### src/rtl/pause_pkg.sv
// pause_pkg: shared option bits, pause-cause positions and width helpers for the pause controller.
package pause_pkg;
  localparam int OPT_OSD_PAUSE = 0;
  localparam int OPT_DIM_EN = 1;
  typedef int unsigned src_pos_t;
  localparam src_pos_t SRC_REQ = 0;
  typedef enum logic {RUN, UPAUSE} upause_t;
  function automatic src_pos_t src_user(int n_req);
    return src_pos_t'(n_req);
  endfunction
  function automatic src_pos_t src_osd(int n_req);
    return src_pos_t'(n_req + 1);
  endfunction
  function automatic int clog2_min1(int n);
    return (n <= 2) ? 1 : $clog2(n);
  endfunction
endpackage

### src/rtl/sec_tick.sv
// sec_tick: free-running prescaler emitting a one-cycle tick every TICK_CYCLES clocks while clr is low.
module sec_tick import pause_pkg::*; #(
  parameter int TICK_CYCLES = 30000000
) (
  input  logic clk_sys,
  input  logic reset,
  input  logic clr,
  output logic tick
);
  localparam int CW = clog2_min1(TICK_CYCLES);
  logic [CW-1:0] cnt;
  assign tick = ~clr & (cnt == CW'(TICK_CYCLES - 1));
  always_ff @(posedge clk_sys or posedge reset)
    if (reset) cnt <= '0;
    else cnt <= (clr | tick) ? '0 : cnt + 1'b1;
endmodule

### src/rtl/pause_ctrl_gen.sv
// pause_ctrl_gen: merges user/OSD/external pause causes into a registered CPU halt and fades video while user-paused.
module pause_ctrl_gen import pause_pkg::*; #(
  parameter int RW = 4,
  parameter int GW = 4,
  parameter int BW = 4,
  parameter int N_REQ = 1,
  parameter int TICK_CYCLES = 30000000,
  parameter int DIM_SECS = 10,
  parameter int DIM_MAX = 1
) (
  input  logic                         clk_sys,
  input  logic                         reset,
  input  logic                         user_button,
  input  logic [N_REQ-1:0]             pause_request,
  input  logic                         osd_open,
  input  logic [1:0]                   options,
  input  logic [RW+GW+BW-1:0]          rgb_in,
  output logic [RW+GW+BW-1:0]          rgb_out,
  output logic                         pause_cpu,
  output logic                         dim_video,
  output logic [$clog2(DIM_MAX+1)-1:0] dim_level,
  output logic [N_REQ+1:0]             pause_src
);
  localparam int CW = RW + GW + BW;
  localparam int DW = $clog2(DIM_MAX + 1);
  localparam int SW = clog2_min1(DIM_SECS + 1);
  localparam src_pos_t SU = src_user(N_REQ);
  localparam src_pos_t SO = src_osd(N_REQ);
  upause_t st, st_nxt;
  logic btn_q, btn_edge, active, tick;
  logic [SW-1:0] sec_cnt, sec_nxt;
  logic [DW-1:0] dim_nxt;
  logic [N_REQ+1:0] cause;
  logic [CW-1:0] rgb_dim;
  assign btn_edge = user_button & ~btn_q;
  assign active = (st == UPAUSE) & options[OPT_DIM_EN];
  sec_tick #(.TICK_CYCLES(TICK_CYCLES)) u_tick (
    .clk_sys(clk_sys),
    .reset(reset),
    .clr(~active),
    .tick(tick)
  );
  always_ff @(posedge clk_sys or posedge reset)
    if (reset) st <= RUN;
    else st <= st_nxt;
  // Cause vector uses the next user state so a toggle reaches pause_cpu one clock after its edge.
  always_comb begin
    st_nxt = btn_edge ? (st == RUN ? UPAUSE : RUN) : st;
    cause = '0;
    cause[SRC_REQ +: N_REQ] = pause_request;
    cause[SU] = st_nxt == UPAUSE;
    cause[SO] = osd_open & options[OPT_OSD_PAUSE];
    sec_nxt = !active ? '0 : (tick && sec_cnt != SW'(DIM_SECS)) ? sec_cnt + 1'b1 : sec_cnt;
    dim_nxt = !active ? '0
            : (tick && sec_nxt == SW'(DIM_SECS) && dim_level != DW'(DIM_MAX)) ? dim_level + 1'b1
            : dim_level;
  end
  // Shift by the next dim level so pixels and dim_level change on the same clock.
  for (genvar c = 0; c < 3; c++) begin : g_ch
    localparam int W = c == 0 ? BW : c == 1 ? GW : RW;
    localparam int L = c == 0 ? 0 : c == 1 ? BW : BW + GW;
    assign rgb_dim[L +: W] = rgb_in[L +: W] >> dim_nxt;
  end
  always_ff @(posedge clk_sys or posedge reset)
    if (reset) begin
      btn_q <= 1'b0;
      sec_cnt <= '0;
      dim_level <= '0;
      dim_video <= 1'b0;
      pause_src <= '0;
      pause_cpu <= 1'b0;
      rgb_out <= '0;
    end else begin
      btn_q <= user_button;
      sec_cnt <= sec_nxt;
      dim_level <= dim_nxt;
      dim_video <= |dim_nxt;
      pause_src <= cause;
      pause_cpu <= |cause;
      rgb_out <= rgb_dim;
    end
endmodule

### config.mk
export PLATFORM = sky130hd
export DESIGN_NAME = pause_ctrl_gen
export DESIGN_NICKNAME = d
export VERILOG_FILES = /design/src/rtl/pause_pkg.sv /design/src/rtl/sec_tick.sv /design/src/rtl/pause_ctrl_gen.sv
export SDC_FILE = /design/constraint.sdc
export NUM_CORES = 1
export LEC_CHECK = 0
export ABC_AREA = 0
export BUFFER_PORTS_ARGS = -buffer_cell sky130_fd_sc_hd__buf_2
export CAP_MARGIN = 10
export CORE_ASPECT_RATIO = 0.75
export CORE_MARGIN = 10
export CORE_UTILIZATION = 55
export CTS_CLUSTER_DIAMETER = 30
export DETAILED_ROUTE_END_ITERATION = 7
export HOLD_SLACK_MARGIN = 0.08
export PLACE_DENSITY_LB_ADDON = 0.1
export SYNTH_ARGS = -nofsm -noshare
export SYNTH_HDL_FRONTEND = slang
export SYNTH_SLANG_ARGS = --single-unit
export TNS_END_PERCENT = 1
### constraint.sdc
create_clock -name clk_sys -period 2.35 [get_ports clk_sys]
set_clock_uncertainty 0.2 [all_clocks]
set_input_delay 0.47 -clock clk_sys [delete_from_list [all_inputs] [get_ports clk_sys]]
set_output_delay 0.47 -clock clk_sys [all_outputs]
set_load 0.03 [all_outputs]
==> impl_results.md, run 1 <==
* Leak Pwr at 1.172 nW
* Startpoint types: flip-flop
* Fmax at 435.2 MHz
* WL met2 at 2289 um
* Setup CP Type: flip-flop to flip-flop
* Wire length on met3 at 242 um
* Wire length on met1 at 1935 um
* Ys flop type: dfrtp_1
* Post-route cell area at 2587 um^2
* Tmin final at 2.298 ns
* Mean Syn Cell Area at 11.27 um^2
* Tcrit/Tclk final at 0.9778
* Largest net degree at the start of global routing at 48
* # DRC at 0
* Number of antenna diodes at 0
* Reg area at 1176 um^2
* Number of synthesized flops with an enable pin at 0
* CP Cell Sequence: ha_1, and3b_1, nor4_1, a32oi_1, o21ai_4, buf_12, mux2_2
* Top layer reached by signal wires: met4
* DIE WIDTH at 93.36 um
* Ys Warns at 0
* Setup crit end kind: flip-flop
* Post-DR vias/cell at 5.393
* Pwr dens at 599.3 nW/um^2
* Setup slack, reg-to-reg at 0.05 ns
* Ys async rst share at 1.000
* First-pass GRT wire length at 7603 um
* Worst slew margin at 0.6253
* Std-Cell Rows at 19
* H-tree levels at 2
* Final hold violations at 0
* Cell count after synthesis at 197
* WL/cell at 15.32 um
* Mapped Area at 2220 um^2
* Clk slew on worst S/H paths at 0.08 ns
* DR vias at 1591
* Synthesized net count at 219
* Reg2reg path depth at 7
* Number of global-route vias before repair at 1614
* RSZ-0062 raised after global routing: false
* Critical Path RT at 2.34 ns
* Total grt overflow at 0
* Critical path's top delay family: flip-flops
* Max stage delay on crit path at 0.46 ns
* Port Buffer Count at 36
* Reg-to-reg startpoint: sec_cnt[1]
* Post-route ant nets at 0
* Share of post-route cells with drive strength above 1 at 0.2757
* TritonRoute pass-1 iters at 4
* Drt total wl at 4520 um
* CP Max Fanout at 13
* Nets at 264
* Hold/Removal Path Class: primary input to asynchronous set/reset pin
* IO Pins at 37
* TritonCTS buffer count at 5
* Slew Limit Fails at 0
* Setup TNS at 0 ns
* Multi-input gate area at 969.7 um^2
* Max Buffers Root-to-Sink at 2
* Placed cell areas at 2464 um^2
* Buf+Inv Stages, Crit Path at 1
* Core area at 3780 um^2
* Sink Count at 47
* Final number of setup-violating endpoints at 0
* Area delta synth->final at 16.57%
* Max Cap Viol at 0
* Fillers at 276
* Status: finished clean
* Post-DP HPWL at 3357 um
* Crit-path slowest cell: dfrtp_1
* CP Data Arrival Time at 2.29 ns
* Later-pin clock latency in the skew report at 0.30 ns
* Slew @ Worst Pin at 0.5620 ns
* Initial Utilization at 0.5872
* First-iteration detailed-routing DRC count at 65
* Synthesis-stage register bit count at 47
* CTS tree: yes
* GRT Overall Usage at 0.1372
* Max VDD drop at 0.0004070 V
* Routability cong. at 0.7830
* Antenna violations before repair at 0
* Sequential area share after synthesis at 0.5299
* Synth unique cells at 39
* Die H at 75.02 um
* Die area at 7003 um^2
* Clock root buffer: clkbuf_8
* Reg-to-Reg End: rgb_out[10]
## cell usage in the layout (no fill, tap or decap), types with 3 or more instances in the layout
| master | Yosys | final |
|---|---|---|
| and3_1 | 6 | 6 |
| buf_2 | 4 | 36 |
| buf_4 | 2 | 7 |
| clkbuf_8 | 0 | 5 |
| dfrtp_1 | 47 | 47 |
| ha_1 | 3 | 3 |
| inv_1 | 6 | 5 |
| mux2_2 | 3 | 3 |
| mux2_4 | 6 | 6 |
| nand2_1 | 7 | 7 |
| nand3_1 | 13 | 13 |
| nand4_1 | 10 | 10 |
| nor2_1 | 29 | 29 |
| nor2b_1 | 5 | 5 |
| xnor2_1 | 6 | 6 |
| xor2_1 | 19 | 19 |
## worst reg2reg max path, stage by stage, from the launching register on
cell     delay, ns
dfrtp_1       0.46
ha_1          0.25
and3b_1       0.25
nor4_1        0.21
a32oi_1       0.15
o21ai_4       0.17
buf_12        0.16
mux2_2        0.34
## flip-flops by register name, summed over array words and instances (netlist names)
| signal | count |
|---|---|
| sec_cnt | 4 |
| u_tick.cnt | 25 |
| pause_src | 3 |
| rgb_out | 12 |
| dim_video | 1 |
| btn_q | 1 |
| pause_cpu | 1 |
## worst max path at each step
stage	cells past startpoint	slack, ns	end	start
detailed placement	8	-0.006	rgb_out[10]	sec_cnt[0]
finish	7	0.05	rgb_out[10]	sec_cnt[1]
CTS	7	0.06	rgb_out[10]	sec_cnt[1]
global placement	8	0.20	rgb_out[10]	sec_cnt[0]
floorplan	8	0.24	rgb_out[0]	sec_cnt[0]
global route	7	0.002	rgb_out[10]	sec_cnt[1]
## metal layers
metal  vias up  track usage
met4         0      0.04778
met2        37       0.2126
met5         -            0
met3         8      0.05462
li1        763            -
met1       783       0.1717
## what timing repair did
action                     CTS  global route
setup endpoints to repair    1             3
hold endpoints to repair     2             0
hold buffers                 2             0
buffers inserted             2             0
resized for setup            0             1
pin swaps                    0             1
## cells by family after synthesis
group,synth area share
simple gates,0.2170
flops,0.5299
xor+xnor,0.09865
buf+inv,0.03664
compound gates,0.04059
mux,0.06032
fa+ha+maj,0.01691
## synthesized netlist by cell type (all sizes together) (5+ instances only)
library cell  count  area [um^2]
dfrtp            47         1176
nor2             30        115.1
xor2             19        166.4
nand3            14        82.58
nand4            10        62.56
mux2              9        123.9
buf               8        58.80
nand2             7        26.28
and3              6        37.54
inv               6        22.52
xnor2             6        52.55
nor2b             5        31.28
## report_power, final
| group | internal (mW) | switching (mW) | total (mW) |
|---|---|---|---|
| clock | 0.209 | 0.257 | 0.466 |
| sequential | 0.842 | 0.0239 | 0.866 |
| combinational | 0.0686 | 0.150 | 0.218 |
| total | 1.12 | 0.431 | 1.55 |
## stage by stage
stage / std cells / power [mW] / utilization / hold WS, ns / setup slack, ns
5_1_grt: 295 / 1.626 / 0.6845 / 0.1454 / 0.002430
2_1_floorplan: 197 / 1.035 / - / 0.2329 / 0.2354
4_1_cts: 295 / 1.575 / 0.6826 / 0.1071 / 0.06082
6_report: 295 / 1.551 / 0.6845 / 0.1002 / 0.05217
3_3_place_gp: 283 / 1.092 / 0.6518 / 0.2481 / 0.2003
3_5_place_dp: 283 / 1.103 / 0.6518 / 0.2580 / -0.006181
## area by class of cell
cell class / count / share of cell area
sequential: 47 / 0.4545
multi-input combinational: 136 / 0.3748
timing repair buffer: 46 / 0.1054
clock buffer: 7 / 0.02950
tap: 52 / 0.02515
inverter: 6 / 0.008704
clock inverter: 1 / 0.001934
(Power assumes the default switching activity.)
==> run 2: changes to the inputs <==
--- a/config.mk
+++ b/config.mk
@@ -9,8 +9,9 @@
 export BUFFER_PORTS_ARGS = -buffer_cell sky130_fd_sc_hd__buf_2
 export CAP_MARGIN = 10
 export CORE_ASPECT_RATIO = 0.75
-export CORE_MARGIN = 10
-export CORE_UTILIZATION = 55
+export CORE_MARGIN = 5
+export CORE_UTILIZATION = 58
+export CTS_BUF_LIST = sky130_fd_sc_hd__clkbuf_4 sky130_fd_sc_hd__clkbuf_8
 export CTS_CLUSTER_DIAMETER = 30
 export DETAILED_ROUTE_END_ITERATION = 7
 export HOLD_SLACK_MARGIN = 0.08
==> run 2 against run 1 <==
Effect of this change: worst setup slack better by 0.054 ns; clock power is 16% higher; non-clock buffer count down 3; maximum frequency increased by 2.4%; cell area barely moved; core utilization is 1.8 points higher; first-iteration DRC count is 74% higher; count of clock-buffer cells in the layout up 1; hold slack worse by 0.0088 ns; highest routed layer unchanged; largest cell class unchanged; register-to-register slack better by 0.05 ns; combinational power down 4%; cell count down 1.0%.
==> impl_results.md, run 2 (synthesis gave the netlist of run 1 again) <==
* Status: finished clean
* Nets at 261 (-1.1%)
* Largest net degree at the start of global routing at 48 (unchanged)
* Final number of setup-violating endpoints at 0 (unchanged)
* DIE WIDTH at 81.43 um (-13%)
* Setup slack, reg-to-reg at 0.11 ns (+0.05 ns)
* Port Buffer Count at 36 (unchanged)
* WL/cell at 14.46 um (-5.6%)
* Reg area at 1176 um^2 (unchanged)
* Fillers at 277 (+0.36%)
* Tcrit/Tclk final at 0.9549 (-0.02290)
* Largest regs: u_tick.cnt (25), rgb_out (12), sec_cnt (4)
* First-iteration detailed-routing DRC count at 113 (+74%)
* Initial Utilization at 0.6024 (+0.01515)
* Share of post-route cells with drive strength above 1 at 0.2875 (+0.01178)
* CTS tree: yes
* Setup crit end kind: flip-flop
* Slew @ Worst Pin at 0.5646 ns (+0.002668 ns)
* Routability cong. at 0.8609 (+9.9%)
* CP Max Fanout at 13 (unchanged)
* Setup TNS at 0 ns (unchanged)
* Number of antenna diodes at 0 (unchanged)
* Fmax at 445.6 MHz (+2.4%)
* Number of global-route vias before repair at 1533 (-5.0%)
* Drt total wl at 4223 um (-6.6%)
* Std-Cell Rows at 19 (unchanged)
* TritonCTS buffer count at 5 (unchanged)
* Multi-input gate area at 975.9 um^2 (+0.65%)
* Post-Route Utilization at 0.7025 (+0.01801)
* Worst slew margin at 0.6236 (-0.001779)
* Pwr dens at 623.9 nW/um^2 (+4.1%)
* Hold Path Stages at 1
* Slew Limit Fails at 0 (unchanged)
* GRT Overall Usage at 0.1828 (+0.04558)
* Most flops, register: u_tick.cnt
* Post-DP HPWL at 3036 um (-9.6%)
* Max Buffers Root-to-Sink at 2 (unchanged)
* RSZ-0062 raised after global routing: false
* Max VDD drop at 0.0004312 V (+6.0%)
* Startpoint types: flip-flop
* Tmin final at 2.244 ns (-0.05381 ns)
* # DRC at 0 (unchanged)
* Sink Count at 47 (unchanged)
* TritonRoute pass-1 iters at 4 (unchanged)
* Die H at 63.58 um (-15%)
* Reg2reg path depth at 8 (+1)
* Later-pin clock latency in the skew report at 0.30 ns (about the same)
* Post-DR vias/cell at 5.455 (+1.2%)
* Post-route ant nets at 0 (unchanged)
* Die area at 5177 um^2 (-26%)
* Total grt overflow at 0 (unchanged)
* Hold/Removal Path Class: primary input to flip-flop
* H-tree levels at 2 (unchanged)
* Max Cap Viol at 0 (unchanged)
* Leak Pwr at 1.171 nW (about the same)
* Setup CP Type: flip-flop to flip-flop
* Commonest cells after routing, fill and taps aside: 47 x dfrtp_1, 36 x buf_2, 29 x nor2_1, 19 x xor2_1, 13 x nand3_1
* Max reg flops at 25 (unchanged)
* Core area at 3685 um^2 (-2.5%)
* IO Pins at 37 (unchanged)
* First-pass GRT wire length at 7176 um (-5.6%)
* Antenna violations before repair at 0 (unchanged)
* Clk slew on worst S/H paths at 0.08 ns (about the same)
* GR met3 Demand/Resource at 0.04558 (-0.009034)
* M1 GR Usage at 0.2473 (+0.07560)
* Clock root buffer: clkbuf_8
* GR Util met2 at 0.2774 (+0.06480)
* DR vias at 1593 (+0.13%)
* Area delta synth->final at 16.63% (about the same)
* Post-cts hold buffer count at 0 (-2)
* Final hold violations at 0 (unchanged)
* CP Data Arrival Time at 2.23 ns (-0.06 ns)
* Most common cell after layout, fill and taps aside: dfrtp_1
* Critical Path RT at 2.34 ns (about the same)
* Most Crowded Layer GR: met2
[run 2: cell count changes in the layout (fill, tap and decap cells not counted)]
cell | previous run | this run
dlygate4sd3_1 | 2 | 0
clkbuf_1 | 2 | 0
nor4_2 | 0 | 1
buf_4 | 7 | 6
clkbuf_8 | 5 | 7
clkbuf_4 | 0 | 1
clkinv_2 | 1 | 0
nor4_1 | 1 | 0
[run 2: through the flow]
stage               setup slack, ns  cells  total power [mW]  hold WS [ns]  cell area, um^2
floorplan                    0.2354    197             1.035        0.2329             2220
global route                0.02423    292             1.690       0.09024             2589
detailed placement          0.07183    283             1.097        0.2891             2464
CTS                         0.04606    291             1.629       0.08813             2567
global placement             0.1974    283             1.092        0.2480             2464
finish                       0.1060    292             1.615       0.09136             2589
[run 2: critical path: stages, from the launching register on]
cell and delay, ns:
dfrtp_1 0.39, inv_1 0.10, ha_1 0.24, and3b_1 0.25, nor4_2 0.15, a32oi_1 0.12, o21ai_4 0.17, buf_12 0.16
mux2_2 0.34
[run 2: layout make-up]
type	instances	share of cell area
clock buffers	8	0.04012
inverters	6	0.008700
multi-input cells	136	0.3770
flip-flops and latches	47	0.4543
well taps	52	0.02513
repair buffers	43	0.09473
[run 2: worst paths after layout]
check | from | endpoint
setup / recovery | sec_cnt[0] | rgb_out[10]
hold / removal | user_button | btn_q
setup reg to reg | sec_cnt[0] | rgb_out[10]
hold reg to reg | u_tick.cnt[0] | u_tick.cnt[0]
max in group asynchronous | reset | u_tick.cnt[22]
min in group asynchronous | reset | u_tick.cnt[12]
[run 2: power by group]
| group | leakage [nW] | internal [mW] | total [mW] | switching, mW |
|---|---|---|---|---|
| sequential | 0.616 | 0.842 | 0.867 | 0.0247 |
| clock | 0.0549 | 0.280 | 0.540 | 0.260 |
| combinational | 0.500 | 0.0654 | 0.209 | 0.143 |
| total | 1.17 | 1.19 | 1.62 | 0.427 |
[run 2: repair_timing]
action	in CTS	in global routing
endpoints found under the setup margin	0	9
resized for setup	0	2
buffers inserted	0	1
[run 2: per-layer routing]
layer / vias to the layer above / wire length [um] / part of all wire
met2: 44 / 2039 / 0.48
met1: 780 / 1887 / 0.45
li1: 759 / - / -
met5: - / 0 / 0
met4: 0 / 78 / 0.018
met3: 10 / 217 / 0.051
==> run 3: changes to the inputs <==
--- a/config.mk
+++ b/config.mk
@@ -10,9 +10,10 @@
 export CAP_MARGIN = 10
 export CORE_ASPECT_RATIO = 0.75
 export CORE_MARGIN = 5
-export CORE_UTILIZATION = 58
+export CORE_UTILIZATION = 40
 export CTS_BUF_LIST = sky130_fd_sc_hd__clkbuf_4 sky130_fd_sc_hd__clkbuf_8
 export CTS_CLUSTER_DIAMETER = 30
+export CTS_CLUSTER_SIZE = 20
 export DETAILED_ROUTE_END_ITERATION = 7
 export HOLD_SLACK_MARGIN = 0.08
 export PLACE_DENSITY_LB_ADDON = 0.1
==> run 3 against run 2 <==
Effect of this change: maximum frequency shrank 0.15%; total power grew 5.8%; global-route usage fell by 5.2 points; worst setup slack worse by 0.0034 ns; critical endpoint is now rgb_out[6].
==> impl_results.md, run 3 (synthesis gave the netlist of run 1 again) <==
* Status: finished clean
* DR vias at 1496 (-6.1%)
* Leak Pwr at 1.194 nW (+1.9%)
* Share of post-route cells with drive strength above 1 at 0.2975 (+0.01002)
* Placed instance count at 307 (+8.5%)
* CTS tree: yes
* Combinational Power Share at 0.140 (+0.011)
* Post-DP HPWL at 3009 um (-0.88%)
* Total grt overflow at 0 (unchanged)
* Area delta synth->final at 20.46%
* WL/cell at 13.13 um (-9.2%)
* Sw Ratio at 0.2552 (-0.009363)
* # DRC at 0 (unchanged)
* Reg-to-reg startpoint: sec_cnt[0]
* Max reg flops at 25 (unchanged)
* First-pass GRT wire length at 7196 um (+0.28%)
* Initial Utilization at 0.4147 (-0.1877)
* TritonRoute pass-1 iters at 4 (unchanged)
* Setup slack, reg-to-reg at 0.10 ns (about the same)
* Post-DR vias/cell at 4.719 (-13%)
* GRT Overall Usage at 0.1308 (-0.05203)
* IO Pins at 37 (unchanged)
* Startpoint types: flip-flop
* Max VDD drop at 0.0002720 V (-37%)
* Number of antenna diodes at 0 (unchanged)
* Std-Cell Rows at 23 (+4)
* Max Cap Viol at 0 (unchanged)
* Pwr dens at 639.0 nW/um^2 (+2.4%)
* Hold/Removal Path Class: primary input to asynchronous set/reset pin
* Setup TNS at 0 ns (unchanged)
* Post-route ant nets at 0 (unchanged)
* Final worst-path setup slack at 0.1026 ns (-0.003424 ns)
* Number of global-route vias before repair at 1466 (-4.4%)
* Clock Power Share at 0.353 (+0.019)
* CP Cell Sequence: inv_2, ha_1, and3b_2, nor4_4, a32oi_2, o21ai_4, buf_12, mux2_2
* Slew @ Worst Pin at 0.5946 ns (+0.02998 ns)
* Port Buffer Count at 36 (unchanged)
* Die H at 74.51 um (+17%)
* RSZ-0062 raised after global routing: false
* Reg area at 1176 um^2 (unchanged)
* Fillers at 513 (+85%)
* Fmax at 445.0 MHz (-0.15%)
* Clock root buffer: clkbuf_8
* Nets at 263 (+0.77%)
* M1 GR Usage at 0.1914 (-0.05580)
* Most Crowded Layer GR: met1
* Final hold violations at 0 (unchanged)
* Critical Path RT at 2.33 ns (about the same)
* Die area at 7154 um^2 (+38%)
* Hold_ws at 0.1216 ns (+0.03029 ns)
* Routability cong. at 0.8124 (-5.6%)
* Largest regs: u_tick.cnt (25), rgb_out (12), sec_cnt (4)
* Setup crit end kind: flip-flop
* Crit-path slowest cell: dfrtp_1
* GR met3 Demand/Resource at 0.04651 (+0.0009276)
* Max Buffers Root-to-Sink at 2 (unchanged)
* Tcrit/Tclk final at 0.9564 (+0.001457)
* Reg-to-Reg End: rgb_out[6]
* First-iteration detailed-routing DRC count at 63 (-44%)
* Net Switching at 436.1 uW (+2.0%)
* Post-route cell area at 2674 um^2 (+3.3%)
* Most common cell after layout, fill and taps aside: dfrtp_1
* H-tree levels at 2 (unchanged)
* Sink Count at 47 (unchanged)
* Clk slew on worst S/H paths at 0.09 ns (about the same)
* Final number of setup-violating endpoints at 0 (unchanged)
* Post-Route Utilization at 0.4995 (-0.2030)
* Later-pin clock latency in the skew report at 0.29 ns (about the same)
* Reg2reg path depth at 8 (unchanged)
* Tmin final at 2.247 ns (+0.003424 ns)
* Placed cell areas at 2512 um^2 (+2.0%)
* CP Max Fanout at 13 (unchanged)
* Total power at 1.709 mW (+5.8%)
* Commonest cells after routing, fill and taps aside: 47 x dfrtp_1, 36 x buf_2, 29 x nor2_1, 19 x xor2_1, 13 x nand3_1
* TritonCTS buffer count at 5 (unchanged)
* Final std cells w/o fill at 317 (+8.6%)
* CP Data Arrival Time at 2.23 ns (about the same)
* Slew Limit Fails at 0 (unchanged)
* Pre-CTS WS at 0.01577 ns (-0.05606 ns)
* Antenna violations before repair at 0 (unchanged)
* GR Util met2 at 0.1882 (-0.08922)
* Core area at 5353 um^2 (+45%)
* Max stage delay on crit path at 0.42 ns (+0.03 ns)
* Worst slew margin at 0.6036 (-0.01999)
* Setup CP Type: flip-flop to flip-flop
* Seq pwr share at 0.507 (-0.030)
* Multi-input gate area at 985.9 um^2 (+1.0%)
* Largest net degree at the start of global routing at 48 (unchanged)
* Most flops, register: u_tick.cnt
* DIE WIDTH at 96.02 um (+18%)
* Int Power at 1.272 mW (+7.1%)
* Drt total wl at 4163 um (-1.4%)
## run 3: how the worst max path moves through the flow
stage,cells past startpoint,from,slack [ns],end
after CTS,8,sec_cnt[0],0.01,rgb_out[6]
after floorplan,8,sec_cnt[0],0.24,rgb_out[0]
after detailed placement,8,sec_cnt[0],0.02,rgb_out[6]
final,8,sec_cnt[0],0.10,rgb_out[6]
after global routing,8,sec_cnt[0],0.02,rgb_out[6]
after global placement,8,sec_cnt[0],0.16,rgb_out[6]
## run 3: per-layer routing
metal / wire [um] / part of all wire / vias up
met4: 10 / 0.0024 / 0
met1: 2252 / 0.54 / 709
met2: 1755 / 0.42 / 15
li1: - / - / 770
met3: 144 / 0.035 / 2
met5: 0 / 0 / -
## run 3: power groups by stage
stage / clock, mW / sequential, mW / combinational [mW]
6_report: 0.602 / 0.867 / 0.240
2_1_floorplan: 0 / 0.913 / 0.122
3_5_place_dp: 0 / 0.882 / 0.240
3_3_place_gp: 0 / 0.884 / 0.241
5_1_grt: 0.669 / 0.873 / 0.264
4_1_cts: 0.627 / 0.867 / 0.241
## run 3: critical path, delay by kind of cell, from the launching register on
family | cells | cell delay, ns
and+or+nand+nor | 2 | 0.43
DFF | 1 | 0.42
muxes | 1 | 0.33
AOI/OAI and AO/OA | 2 | 0.27
buffers and inverters | 2 | 0.25
adders and majority gates | 1 | 0.23
## run 3: layout make-up
class / instances / share of cell area
timing repair buffer: 45 / 0.1039
sequential: 47 / 0.4399
inverter: 6 / 0.008423
tap: 75 / 0.03510
clock inverter: 2 / 0.01310
clock buffer: 6 / 0.03088
multi-input combinational: 136 / 0.3687
## run 3: what timing repair did
item                                    in CTS  in global routing
buffers inserted                             0                  0
endpoints found under the setup margin       0                  9
endpoints found under the hold margin        0                  2
hold buffers                                 0                  2
resized for setup                            0                  5
